<file path="config.mk">
export PLATFORM = sky130hd
export DESIGN_NAME = width_12to8
export DESIGN_NICKNAME = d
export VERILOG_FILES = /design/src/rtl/width_12to8.sv
export SDC_FILE = /design/constraint.sdc
export NUM_CORES = 1
export LEC_CHECK = 0
export CORE_MARGIN = 2
export CORE_UTILIZATION = 48
export DETAILED_ROUTE_END_ITERATION = 16
export HOLD_SLACK_MARGIN = 0.1
export MAX_ROUTING_LAYER = met4
export PLACE_DENSITY = 0.75
export SYNTH_ARGS = -nofsm -noshare
export SYNTH_HDL_FRONTEND = slang
export SYNTH_SLANG_ARGS = --single-unit
export TNS_END_PERCENT = 1
</file>
<file path="constraint.sdc">
create_clock -name clk -period 1.9 [get_ports clk]
set_input_delay 0.285 -clock clk [delete_from_list [all_inputs] [get_ports clk]]
set_output_delay 0.285 -clock clk [all_outputs]
set_load 0.02 [all_outputs]
</file>
<file path="src/rtl/width_12to8.sv">
// Repacks a stream of 12-bit words into 8-bit bytes, MSB-first (2 words -> 3 bytes).
// Valid/ready on both sides; outputs are driven purely from the internal registers.
module width_12to8 (
  input  logic        clk,
  input  logic        rst_n,
  input  logic        valid_in,
  output logic        ready_in,
  input  logic [11:0] data_in,
  output logic        valid_out,
  input  logic        ready_out,
  output logic [7:0]  data_out
);

  logic [23:0] data_buf;
  logic [23:0] buf_popped;
  logic [23:0] buf_next;
  logic [4:0]  cnt;
  logic [4:0]  cnt_popped;
  logic [4:0]  cnt_next;
  logic        push;
  logic        pop;

  // Oldest bit sits at data_buf[23]; bits below the top cnt bits are kept at zero.
  assign valid_out = (cnt >= 5'd8);
  assign data_out  = data_buf[23:16];
  assign ready_in  = (cnt <= 5'd12);

  assign pop  = valid_out & ready_out;
  assign push = valid_in & ready_in;

  always_comb begin
    // NOTE: every variable gets a default before any branch, so no latch is inferred.
    buf_popped = data_buf;
    cnt_popped = cnt;
    if (pop) begin
      buf_popped = {data_buf[15:0], 8'h00};
      cnt_popped = cnt - 5'd8;
    end

    buf_next = buf_popped;
    cnt_next = cnt_popped;
    if (push) begin
      // The free bits below the valid region are zero, so OR-ing the aligned word places it.
      buf_next = buf_popped | ({data_in, 12'h000} >> cnt_popped);
      cnt_next = cnt_popped + 5'd12;
    end
  end

  always_ff @(posedge clk or negedge rst_n) begin
    // NOTE: non-blocking assignments for all registered state.
    if (!rst_n) begin
      data_buf <= 24'h000000;
      cnt      <= 5'd0;
    end else begin
      data_buf <= buf_next;
      cnt      <= cnt_next;
    end
  end

endmodule

</file>
==> flow_metrics.env, run 1 <==
export IMPL_slew_violations=0
export IMPL_n_antenna_cell=0
export IMPL_drive_above_1_share_pct=28.9
export IMPL_drc_errors=0
export IMPL_grt_overflow_total=0
export IMPL_htreeDepth=1
export IMPL_cts_tree="done"
export IMPL_area_delta_synth_final_pct=26.8
export IMPL_powerDensity_nw_per_um2=1620
export IMPL_first_pass_iters=4
export IMPL_nets=209
export IMPL_post_route_min_period_ns=1.90
export IMPL_drv_cap=0
export IMPL_finalCritPeriodShare_pct=99.9
export IMPL_setup_tns_ns=0
export IMPL_grt_pass1_wl_um=5950
export IMPL_cts_clk_slew_worst_paths_ns=0.14
export IMPL_core_area_um2=3340
export IMPL_netlist_top_cells_area="dfrtp_1 41%, mux2i_1 9.6%, mux2_2 8.1%"
export IMPL_vias=1299
export IMPL_syn_area_um2=1660
export IMPL_clk_latency_ns=0.32
export IMPL_antenna_found_initial=0
export IMPL_postRouteAntennaNets=0
export IMPL_critPathLaunchType="flip-flop"
export IMPL_die_h_um=62.8
export IMPL_cts_sinks=27
export IMPL_syn_nets=174
export IMPL_hold_violations=0
export IMPL_final_cells=236
export IMPL_grt_max_degree=28
export IMPL_dieArea_um2=3950
export IMPL_synth_cell_types=32
export IMPL_ys_seq_area_share_pct=40.7
export IMPL_row_count=21
export IMPL_postSynthCellCount=156
export IMPL_place_congestion=0.805
export IMPL_power_w=0.00341
export IMPL_cts_hold_buf=0
export IMPL_fp_dieW_um=62.8
export IMPL_vias_per_cell=5.50
export IMPL_finalWorstSetupSlack_ns=0.00201
export IMPL_pre_cts_slack_ns=-0.158
export IMPL_start_util_pct=49.8
export IMPL_cp_arrival_ns=2.16
export IMPL_cts_buffers=3
export IMPL_io_buffer_count=25
export IMPL_path_class="reg -> reg"
export IMPL_cp_max_fo=6
export IMPL_hold_path_class="in -> async"
export IMPL_grt_use_total_pct=19.8
export IMPL_status="complete, no violations"
export IMPL_synth_top_area_share_pct=40.7
export IMPL_syn_avg_cell_area_um2=10.7
export IMPL_cts_root_buf="clkbuf_4"
export IMPL_clock_path_buffers=2
export IMPL_irDropWorstVdd_mv=0.725
export IMPL_end_kind="flip-flop"
export IMPL_max_slew_margin_rel_pct=71.7
export IMPL_leakage_nw=0.979
export IMPL_skew_ns=0.00255
export IMPL_clock_fmax_ghz=0.527
export IMPL_io_pins=26
export IMPL_finalSetupViolCount=0
export IMPL_dp_cells=227
export IMPL_worst_slew_pin_transition_ns=0.421
export IMPL_drt_wl_total_um=3750
export IMPL_yosys_warnings=0
export IMPL_drt_iter0_markers=79
export IMPL_cp_data_required_time_ns=2.16
export IMPL_yosysTopAreaCell="dfrtp_1"
export IMPL_grt_pass1_vias=1287
export IMPL_dp_hpwl_um=2670
export IMPL_rsz0062_at_grt="yes"
export IMPL_ys_ff_latch=27
export IMPL_wl_per_cell_um=15.9
[flip-flops by register name (all words and copies together), names as in the netlist]
signal    flops
cnt           3
data_buf     24
[area by class of cell]
cell class	instances	area (um^2)
timing repair buffer	44	425
fill	282	1230
inverter	12	45.0
sequential	27	677
multi-input combinational	103	876
tap	46	57.6
clock buffer	4	26.3
[synth_stat cells (all sizes together)]
cell type  count
a21boi         1
a21oi          2
a221o          4
a22oi          4
and3           4
and3b          1
buf           14
dfrtp         27
ha             2
inv           12
mux2          12
mux2i         16
nand2         14
nand2b         5
nand3b         1
nor2           3
nor3b          1
nor4           1
nor4b          1
o211ai         2
o21ai         18
o21bai         1
o221ai         4
or2b           1
or3b           1
or4            2
xor2           2
[stage by stage]
step                utilization, %  area [um^2]  hold slack (ns)
detailed placement            59.8         1990            0.481
global route                  63.1         2110            0.307
CTS                           61.0         2030            0.311
finish                        63.1         2110            0.314
global placement              59.8         1990            0.471
floorplan                        -         1660          -0.0106
[worst paths after layout]
path,slack (ns),start,depth (start not counted),endpoint
max in group asynchronous,1.31,rst_n,2,cnt[4]$_DFF_PN0_
min in group clk,0.51,data_buf[5]$_DFF_PN0_,2,data_buf[5]$_DFF_PN0_
worst max-delay path,0.002,cnt[3]$_DFF_PN0_,7,data_buf[9]$_DFF_PN0_
worst max register to register,0.002,cnt[3]$_DFF_PN0_,7,data_buf[9]$_DFF_PN0_
worst min register to register,0.51,data_buf[5]$_DFF_PN0_,2,data_buf[5]$_DFF_PN0_
worst min-delay path,0.31,rst_n,2,data_buf[19]$_DFF_PN0_
[metal layers]
metal	vias up	wire [um]	GRT usage [%]
li1	621	-	-
met1	636	1740	24.3
met2	34	1820	33.3
met3	8	120	3.78
met4	0	75	5.56
met5	-	0	-
[cells by family after synthesis]
kind of cell    share of synthesized area (%)
flops                                    40.7
buf+inv                                  9.19
fa+ha+maj                                1.51
simple gates                             13.4
compound gates                           16.4
mux                                      17.8
xor+xnor                                 1.05
[worst max-delay path, cell delays in order, from the launching register on]
cell       delay [ns]
dfrtp_1          0.44
inv_2            0.08
ha_4             0.17
or3b_4           0.39
o211ai_4         0.12
clkbuf_16        0.20
mux2_2           0.33
o21ai_1          0.11
[placed cells by master, fill, tap and decap left out, types with 3 or more instances in the layout]
master,Yosys,layout
nor2_1,3,3
nand2b_1,5,4
buf_4,9,16
and3_1,4,4
mux2_2,12,12
o21ai_1,17,17
clkdlybuf4s50_1,0,23
clkbuf_4,0,3
nand2_1,14,14
inv_1,12,10
a22oi_1,4,4
o221ai_2,4,4
mux2i_1,16,16
a221o_1,4,4
dfrtp_1,27,26
[report_power, final]
part	switching [W]	internal (W)	leakage (nW)
clock	0.000163	0.0000824	0.0150
combinational	0.00104	0.00112	0.618
sequential	0.000170	0.000833	0.346
total	0.00138	0.00203	0.979
[what timing repair did]
item	4_1_cts	5_1_grt
setup endpoints to repair	16	22
pin swaps	0	1
cloned	0	1
buffers inserted	1	3
gates resized for setup	8	9
endpoints found under the hold margin	0	0
No activity file was read; power rests on OpenSTA's default activity.
==> run 2, diff against run 1 <==
--- a/config.mk
+++ b/config.mk
@@ -7,6 +7,8 @@
 export LEC_CHECK = 0
 export CORE_MARGIN = 2
 export CORE_UTILIZATION = 48
+export CTS_CLUSTER_DIAMETER = 80
+export CTS_CLUSTER_SIZE = 8
 export DETAILED_ROUTE_END_ITERATION = 16
 export HOLD_SLACK_MARGIN = 0.1
 export MAX_ROUTING_LAYER = met4
==> constraint.sdc (replaced) <==
create_clock -name clk -period 1.9 [get_ports clk]
set_input_delay 0.38 -clock clk [delete_from_list [all_inputs] [get_ports clk]]
set_output_delay 0.38 -clock clk [all_outputs]
set_load 0.02 [all_outputs]
==> flow_metrics.env, run 2 (synthesis gave the netlist of run 1 again) <==
export IMPL_status="complete, no violations"
export IMPL_grt_overflow_total=0
export IMPL_top_register="data_buf"
export IMPL_drive_above_1_share_pct=29.1
export IMPL_worst_slew_pin_transition_ns=0.425
export IMPL_core_area_um2=3340
export IMPL_start_util_pct=49.8
export IMPL_finalSetupViolCount=0
export IMPL_end_kind="flip-flop"
export IMPL_clock_path_buffers=2
export IMPL_cp_max_fo=12
export IMPL_clk_latency_ns=0.34
export IMPL_fp_dieW_um=62.8
export IMPL_cts_sinks=27
export IMPL_postRouteAntennaNets=0
export IMPL_wl_per_cell_um=15.2
export IMPL_grt_max_degree=28
export IMPL_nets=208
export IMPL_clock_fmax_ghz=0.529
export IMPL_final_cell_mix="27 x dfrtp_1, 23 x clkdlybuf4s50_1, 16 x mux2i_1, 16 x buf_4, 15 x o21ai_1"
export IMPL_drv_cap=0
export IMPL_antenna_found_initial=0
export IMPL_cts_clk_slew_worst_paths_ns=0.16
export IMPL_cp_arrival_ns=2.16
export IMPL_drc_errors=0
export IMPL_cts_root_buf="clkbuf_4"
export IMPL_cp_data_required_time_ns=2.16
export IMPL_pre_cts_slack_ns=-0.224
export IMPL_setup_tns_ns=0
export IMPL_post_route_min_period_ns=1.89
export IMPL_slew_violations=0
export IMPL_area_delta_synth_final_pct=25.6
export IMPL_grt_pass1_wl_um=6170
export IMPL_path_cells="buf_4 -> buf_4 -> or3b_4 -> o211ai_2 -> buf_12 -> mux2_2 -> o21ai_1"
export IMPL_hold_violations=0
export IMPL_cts_buffers=3
export IMPL_dp_hpwl_um=2710
export IMPL_utilization_pct=62.5
export IMPL_power_w=0.00330
export IMPL_vias=1280
export IMPL_cpMostUsedCell="buf_4"
export IMPL_hold_path_class="in -> async"
export IMPL_io_buffer_count=25
export IMPL_dp_cells=228
export IMPL_grt_pass1_vias=1398
export IMPL_final_cells=235
export IMPL_path_buf_inv=3
export IMPL_leakage_nw=0.972
export IMPL_rsz0062_at_grt="yes"
export IMPL_finalCritPeriodShare_pct=99.5
export IMPL_n_antenna_cell=0
export IMPL_finalWorstSetupSlack_ns=0.00896
export IMPL_slowest_delay_ns=0.43
export IMPL_final_common_cell="dfrtp_1"
export IMPL_place_congestion=0.828
export IMPL_dieArea_um2=3950
export IMPL_largest_registers="data_buf: 24 flops, cnt: 3 flops"
export IMPL_reg2reg_slack_ns=0.009
export IMPL_htreeDepth=1
export IMPL_largest_reg_flops=24
export IMPL_die_h_um=62.8
export IMPL_drt_iter0_markers=82
export IMPL_powerDensity_nw_per_um2=1580
export IMPL_cts_tree="done"
export IMPL_cp_slowest_cell="dfrtp_1"
export IMPL_grt_use_total_pct=20.4
export IMPL_row_count=21
export IMPL_irDropWorstVdd_mv=0.602
export IMPL_drt_wl_total_um=3570
export IMPL_critPathLaunchType="flip-flop"
export IMPL_path_class="reg -> reg"
export IMPL_cp_top_family="buffers and inverters"
export IMPL_vias_per_cell=5.45
export IMPL_skew_ns=0.0121
export IMPL_io_pins=26
export IMPL_max_slew_margin_rel_pct=71.7
export IMPL_first_pass_iters=4
run 2: area by class of cell:
type                    count  area, um^2
inverters                  12        45.0
clock buffers               3        22.5
repair buffers             43         415
clock inverters             1        7.51
fillers                   280        1250
flip-flops and latches     27         676
multi-input cells         103         863
well taps                  46        57.6
run 2: worst paths after layout:
kind	from	to	cells past startpoint
setup / recovery	cnt[3]$_DFF_PN0_	data_buf[13]$_DFF_PN0_	7
hold / removal	rst_n	data_buf[19]$_DFF_PN0_	2
setup reg to reg	cnt[3]$_DFF_PN0_	data_buf[13]$_DFF_PN0_	7
hold reg to reg	data_buf[7]$_DFF_PN0_	data_buf[7]$_DFF_PN0_	2
max in group asynchronous	rst_n	data_buf[13]$_DFF_PN0_	2
min in group clk	data_buf[7]$_DFF_PN0_	data_buf[7]$_DFF_PN0_	2
run 2: metal layers:
| layer | GRT usage (%) | wire length, um |
|---|---|---|
| met1 | 25.5 | 1630 |
| met2 | 32.4 | 1780 |
| met3 | 3.78 | 146 |
| met4 | 8.89 | 17 |
| met5 | - | 0 |
run 2: timing repair:
action | CTS | global route
setup buffers | 3 | 0
endpoints found under the setup margin | 14 | 21
gates resized for setup | 8 | 7
pin swaps | 0 | 0
hold buffers | 0 | 0
run 2: metrics by stage:
step | hold WS, ns | instance area [um^2]
3_3_place_gp | 0.469 | 2010
2_1_floorplan | 0.0844 | 1660
6_report | 0.393 | 2090
4_1_cts | 0.389 | 2070
5_1_grt | 0.403 | 2090
3_5_place_dp | 0.483 | 2010
run 2: power breakdown:
part / switching [W] / leakage (nW) / internal [W] / total [W]
sequential: 0.000147 / 0.347 / 0.000831 / 0.000978
combinational: 0.00102 / 0.611 / 0.00104 / 0.00206
clock: 0.000182 / 0.0139 / 0.0000806 / 0.000263
total: 0.00135 / 0.972 / 0.00196 / 0.00330
==> patch 1: new RTL, config.mk and constraints of run 1 <==
`data_buf` no longer has a reset.
--- a/src/rtl/width_12to8.sv
+++ b/src/rtl/width_12to8.sv
@@ -49,13 +49,15 @@
   always_ff @(posedge clk or negedge rst_n) begin
     // NOTE: non-blocking assignments for all registered state.
     if (!rst_n) begin
-      data_buf <= 24'h000000;
       cnt      <= 5'd0;
     end else begin
-      data_buf <= buf_next;
       cnt      <= cnt_next;
     end
   end
 
+  always_ff @(posedge clk) begin
+    data_buf <= buf_next;
+  end
+
 endmodule
 
Formal check against the unedited RTL: not equivalent (Yosys sat finds a counterexample within 4 cycles, from zero or initial values and one cycle with rst_n low).
==> patch 1 against run 1 <==
The run now ends with negative setup slack left. Count of clock-buffer cells in the layout is 1 lower. Worst hold slack lost 0.20 ns. Design area shrank 5.5%. Area after synthesis is 7.2% lower. Sequential power is essentially flat. Worst setup slack worse by 0.0057 ns. Wire length decreased by 4.4%. Total power grew 0.53%. Fmax is 0.30% lower. Sequential cell count unchanged. Utilization is 2.1 points higher. Via count down 2.8%. Largest cell class unchanged. Highest routed layer unchanged.
==> patch 1: results (changes against run 1) <==
{| class="wikitable"
! Metric !! Value
|-
| Status || finished with violations
|-
| Failing checks || negative setup slack
|-
| Avg Vias per Cell || 5.40 (-1.9%)
|-
| Sequential standard cell area || 556 um^2 (-18%)
|-
| Placement Cell Area || 1880 um^2 (-5.8%)
|-
| First DRT Iteration DRCs || 52 (-34%)
|-
| Count of clock-net buffers in the final layout || 3 (-1)
|-
| Number of library cell types mapped by synthesis || 33 (+3.1%)
|-
| Final worst hold slack || 0.116 ns (-0.198 ns)
|-
| Worst flop-to-flop path startpoint || cnt[4]
|-
| Main area contributors after synthesis || dfxtp_1 31%, mux2i_1 10%, mux2_2 8.8%, o21ai_1 5.5%, dfrtp_1 4.9%
|-
| Leakage || 0.869 nW (-11%)
|-
| Detailed-route wire length || 3590 um (-4.4%)
|-
| Pre-CTS setup slack || -0.118 ns (+0.0401 ns)
|-
| Fill cell instance count of the final layout || 260 (-7.8%)
|-
| Final weighted congestion in routability-driven placement || 0.793 (-1.5%)
|-
| Average footprint of a synthesized cell || 9.88 um^2 (-7.2%)
|-
| Combined area of the multi-input logic cells || 873 um^2 (-0.29%)
|-
| Worst VDD drop || 0.000834 V (+15%)
|-
| List of most frequent post-synthesis cells || 24 x dfxtp_1, 17 x o21ai_1, 16 x mux2i_1
|-
| Final Setup Violations || 2 (+2)
|-
| Number of global-route vias before repair || 1,233 (-4.2%)
|-
| Filler-free cell count of the finished design || 234 (-0.85%)
|-
| Final setup slack of the worst path || -0.00365 ns (-0.00566 ns)
|-
| Core Area || 3050 um^2 (-8.5%)
|-
| Most common cell in the synthesized netlist || dfxtp_1
|-
| Wire length of the first global-routing pass || 5550 um (-6.7%)
|}
-- patch 1: timing repair --
action	in CTS	in global routing
setup buffers	0	3
hold buffers	0	0
gates resized for setup	5	8
cloned	0	1
endpoints found under the setup margin	10	19
pin swaps	1	0
-- patch 1: cells by family after synthesis --
| logic type | count (synthesis) | synth area share |
|---|---|---|
| muxes | 28 | 0.192 |
| DFF | 27 | 0.360 |
| adders and majority gates | 2 | 0.0162 |
| buffers and inverters | 26 | 0.0990 |
| and+or+nand+nor | 35 | 0.144 |
| xor gates and xnor gates | 2 | 0.0114 |
| AOI/OAI and AO/OA | 36 | 0.177 |
-- patch 1: routing by layer --
layer / global-route usage / wire length, um / vias up
li1: - / - / 620
met1: 0.249 / 1660 / 614
met2: 0.367 / 1780 / 27
met3: 0.0362 / 126 / 2
met4: 0.0466 / 15 / 0
met5: - / 0 / -
-- patch 1: report_power, final --
group          leakage [nW]  internal, mW  switching, mW
Clock                0.0139        0.0804          0.174
Sequential            0.235         0.837          0.164
Combinational         0.620          1.13           1.04
==> patch 2: new RTL, config.mk and constraints of run 1 <==
Without the edit above. Make the reset (`rst_n`) synchronous in one clocked block.
--- a/src/rtl/width_12to8.sv
+++ b/src/rtl/width_12to8.sv
@@ -46,7 +46,7 @@
     end
   end
 
-  always_ff @(posedge clk or negedge rst_n) begin
+  always_ff @(posedge clk) begin
     // NOTE: non-blocking assignments for all registered state.
     if (!rst_n) begin
       data_buf <= 24'h000000;
Function: differs if rst_n is asserted again (counterexample within 4 cycles, from zero or initial values and one cycle with rst_n low); with rst_n held inactive, the same outputs for 10 cycles.
==> patch 2 against run 1 <==
Via count is 19% higher. Area after synthesis is 3.0% higher. Highest routed layer unchanged. Sequential cell count stayed put. Wire length is 5.1% higher. Non-clock buffer count is 6 lower. Total power is 3.5% lower. Global-route usage is 0.88 points higher. Critical path type is now flop to primary output. Design area is 3.4% lower. Worst setup slack better by 0.074 ns. Count of clock-buffer cells in the layout is 1 lower.
==> patch 2: results (changes against run 1) <==
{| class="wikitable"
! Metric !! Value
|-
| Post-synthesis net count || 207 (+19%)
|-
| Fraction of area in multi-input gates || 0.491 (+0.0754)
|-
| Post-CTS Setup Repair Bufs || 0 (-1)
|-
| NumNets Final || 227 (+8.6%)
|-
| Portion of netlist area occupied by mux cells || 0.167 (-0.0110)
|-
| Met2 wire len || 1860 um (+2.3%)
|-
| Clock tree skew after final layout || 0.00638 ns (+0.00384 ns)
|-
| Leakage || 0.802 nW (-18%)
|-
| Worst VDD drop || 0.000721 V (-0.57%)
|-
| Path depth of the worst reg2reg path || 6 (-1)
|-
| Clock buf/inv share || 0.0135 (+0.00105)
|-
| Fill cell instance count of the final layout || 298 (+5.7%)
|-
| Power density over the cells || 1620 nW/um^2 (-0.11%)
|-
| Crit Reg-Reg Endpoint || data_buf[15]
|-
| Main area contributors after synthesis || dfxtp_1 32%, mux2i_1 14%, nand4_1 8.8%, buf_4 4.4%, a31oi_1 2.9%
|-
| Post-synth ARST share || 0 (-1.00)
|-
| Worst flop-to-flop path startpoint || cnt[4]
|-
| Number of non-clock inverters in the layout || 7 (-5)
|-
| Number of buffers outside the clock class in the layout || 38 (-14%)
|-
| Met1 global-route usage || 0.271 (+0.0282)
|-
| Arithmetic-cell share of the synthesized area counting full adders, half adders and majority gates || 0.0146 (-0.000440)
|-
| Gates resized, CTS repair || 3 (-5)
|-
| Final worst hold slack || 0.484 ns (+0.170 ns)
|-
| Number of global-route vias before repair || 1,427 (+11%)
|-
| Number of vias in the routed layout || 1,549 (+19%)
|-
| List of most frequent post-synthesis cells || 27 x dfxtp_1, 24 x mux2i_1, 24 x nand4_1
|-
| Share of post-route cells with drive strength above 1 || 0.159 (-0.131)
|-
| Critical path's top delay family || buffers and inverters
|-
| Detailed-route wire length || 3950 um (+5.1%)
|-
| Status || finished clean
|-
| Final weighted congestion in routability-driven placement || 0.828 (+2.9%)
|-
| Area fraction in compound gates after synthesis || 0.177 (+0.0127)
|-
| Worst setup slack for register-to-register paths || 0.10 ns (+0.10 ns)
|-
| Data arrival time of the critical path || 1.54 ns (-0.62 ns)
|-
| Share of the yosys chip area belonging to registers || 0.316 (-0.0908)
|-
| Fraction of area in non-clock buffers || 0.188 (-0.0138)
|-
| Sum of met3 wire segment lengths after detailed routing || 207 um (+73%)
|-
| Wire length of the first global-routing pass || 6580 um (+11%)
|-
| Type of the tightest min-delay check || flop to flop
|-
| Largest incremental delay on the critical path || 0.35 ns (-0.09 ns)
|}
-- patch 2: cells by family (layout without fill, tap and decap cells) --
kind of cell,count (synthesis),count (layout)
simple gates,60,60
fa+ha+maj,2,2
compound gates,40,40
buf+inv,30,49
flops,27,27
mux,28,28
xor+xnor,2,2
-- patch 2: worst max-delay path by stage --
stage,startpoint,endpoint,depth (start not counted)
floorplan,cnt[4],cnt[4],7
global placement,ready_out,cnt[4],5
detailed placement,ready_out,data_buf[7],5
CTS,cnt[4],ready_in,5
global route,cnt[4],data_buf[7],6
finish,cnt[4],ready_in,5
-- patch 2: power by group --
part	switching [mW]	internal, mW
sequential	0.104	0.751
combinational	1.20	0.987
clock	0.174	0.0791
total	1.48	1.82
-- patch 2: worst reg2reg max path, delay by kind of cell, from the launching register on --
kind | cells | cell delay (ns)
compound gates | 3 | 0.69
fa+ha+maj | 1 | 0.29
flops | 1 | 0.35
buf+inv | 1 | 0.10
mux | 1 | 0.27
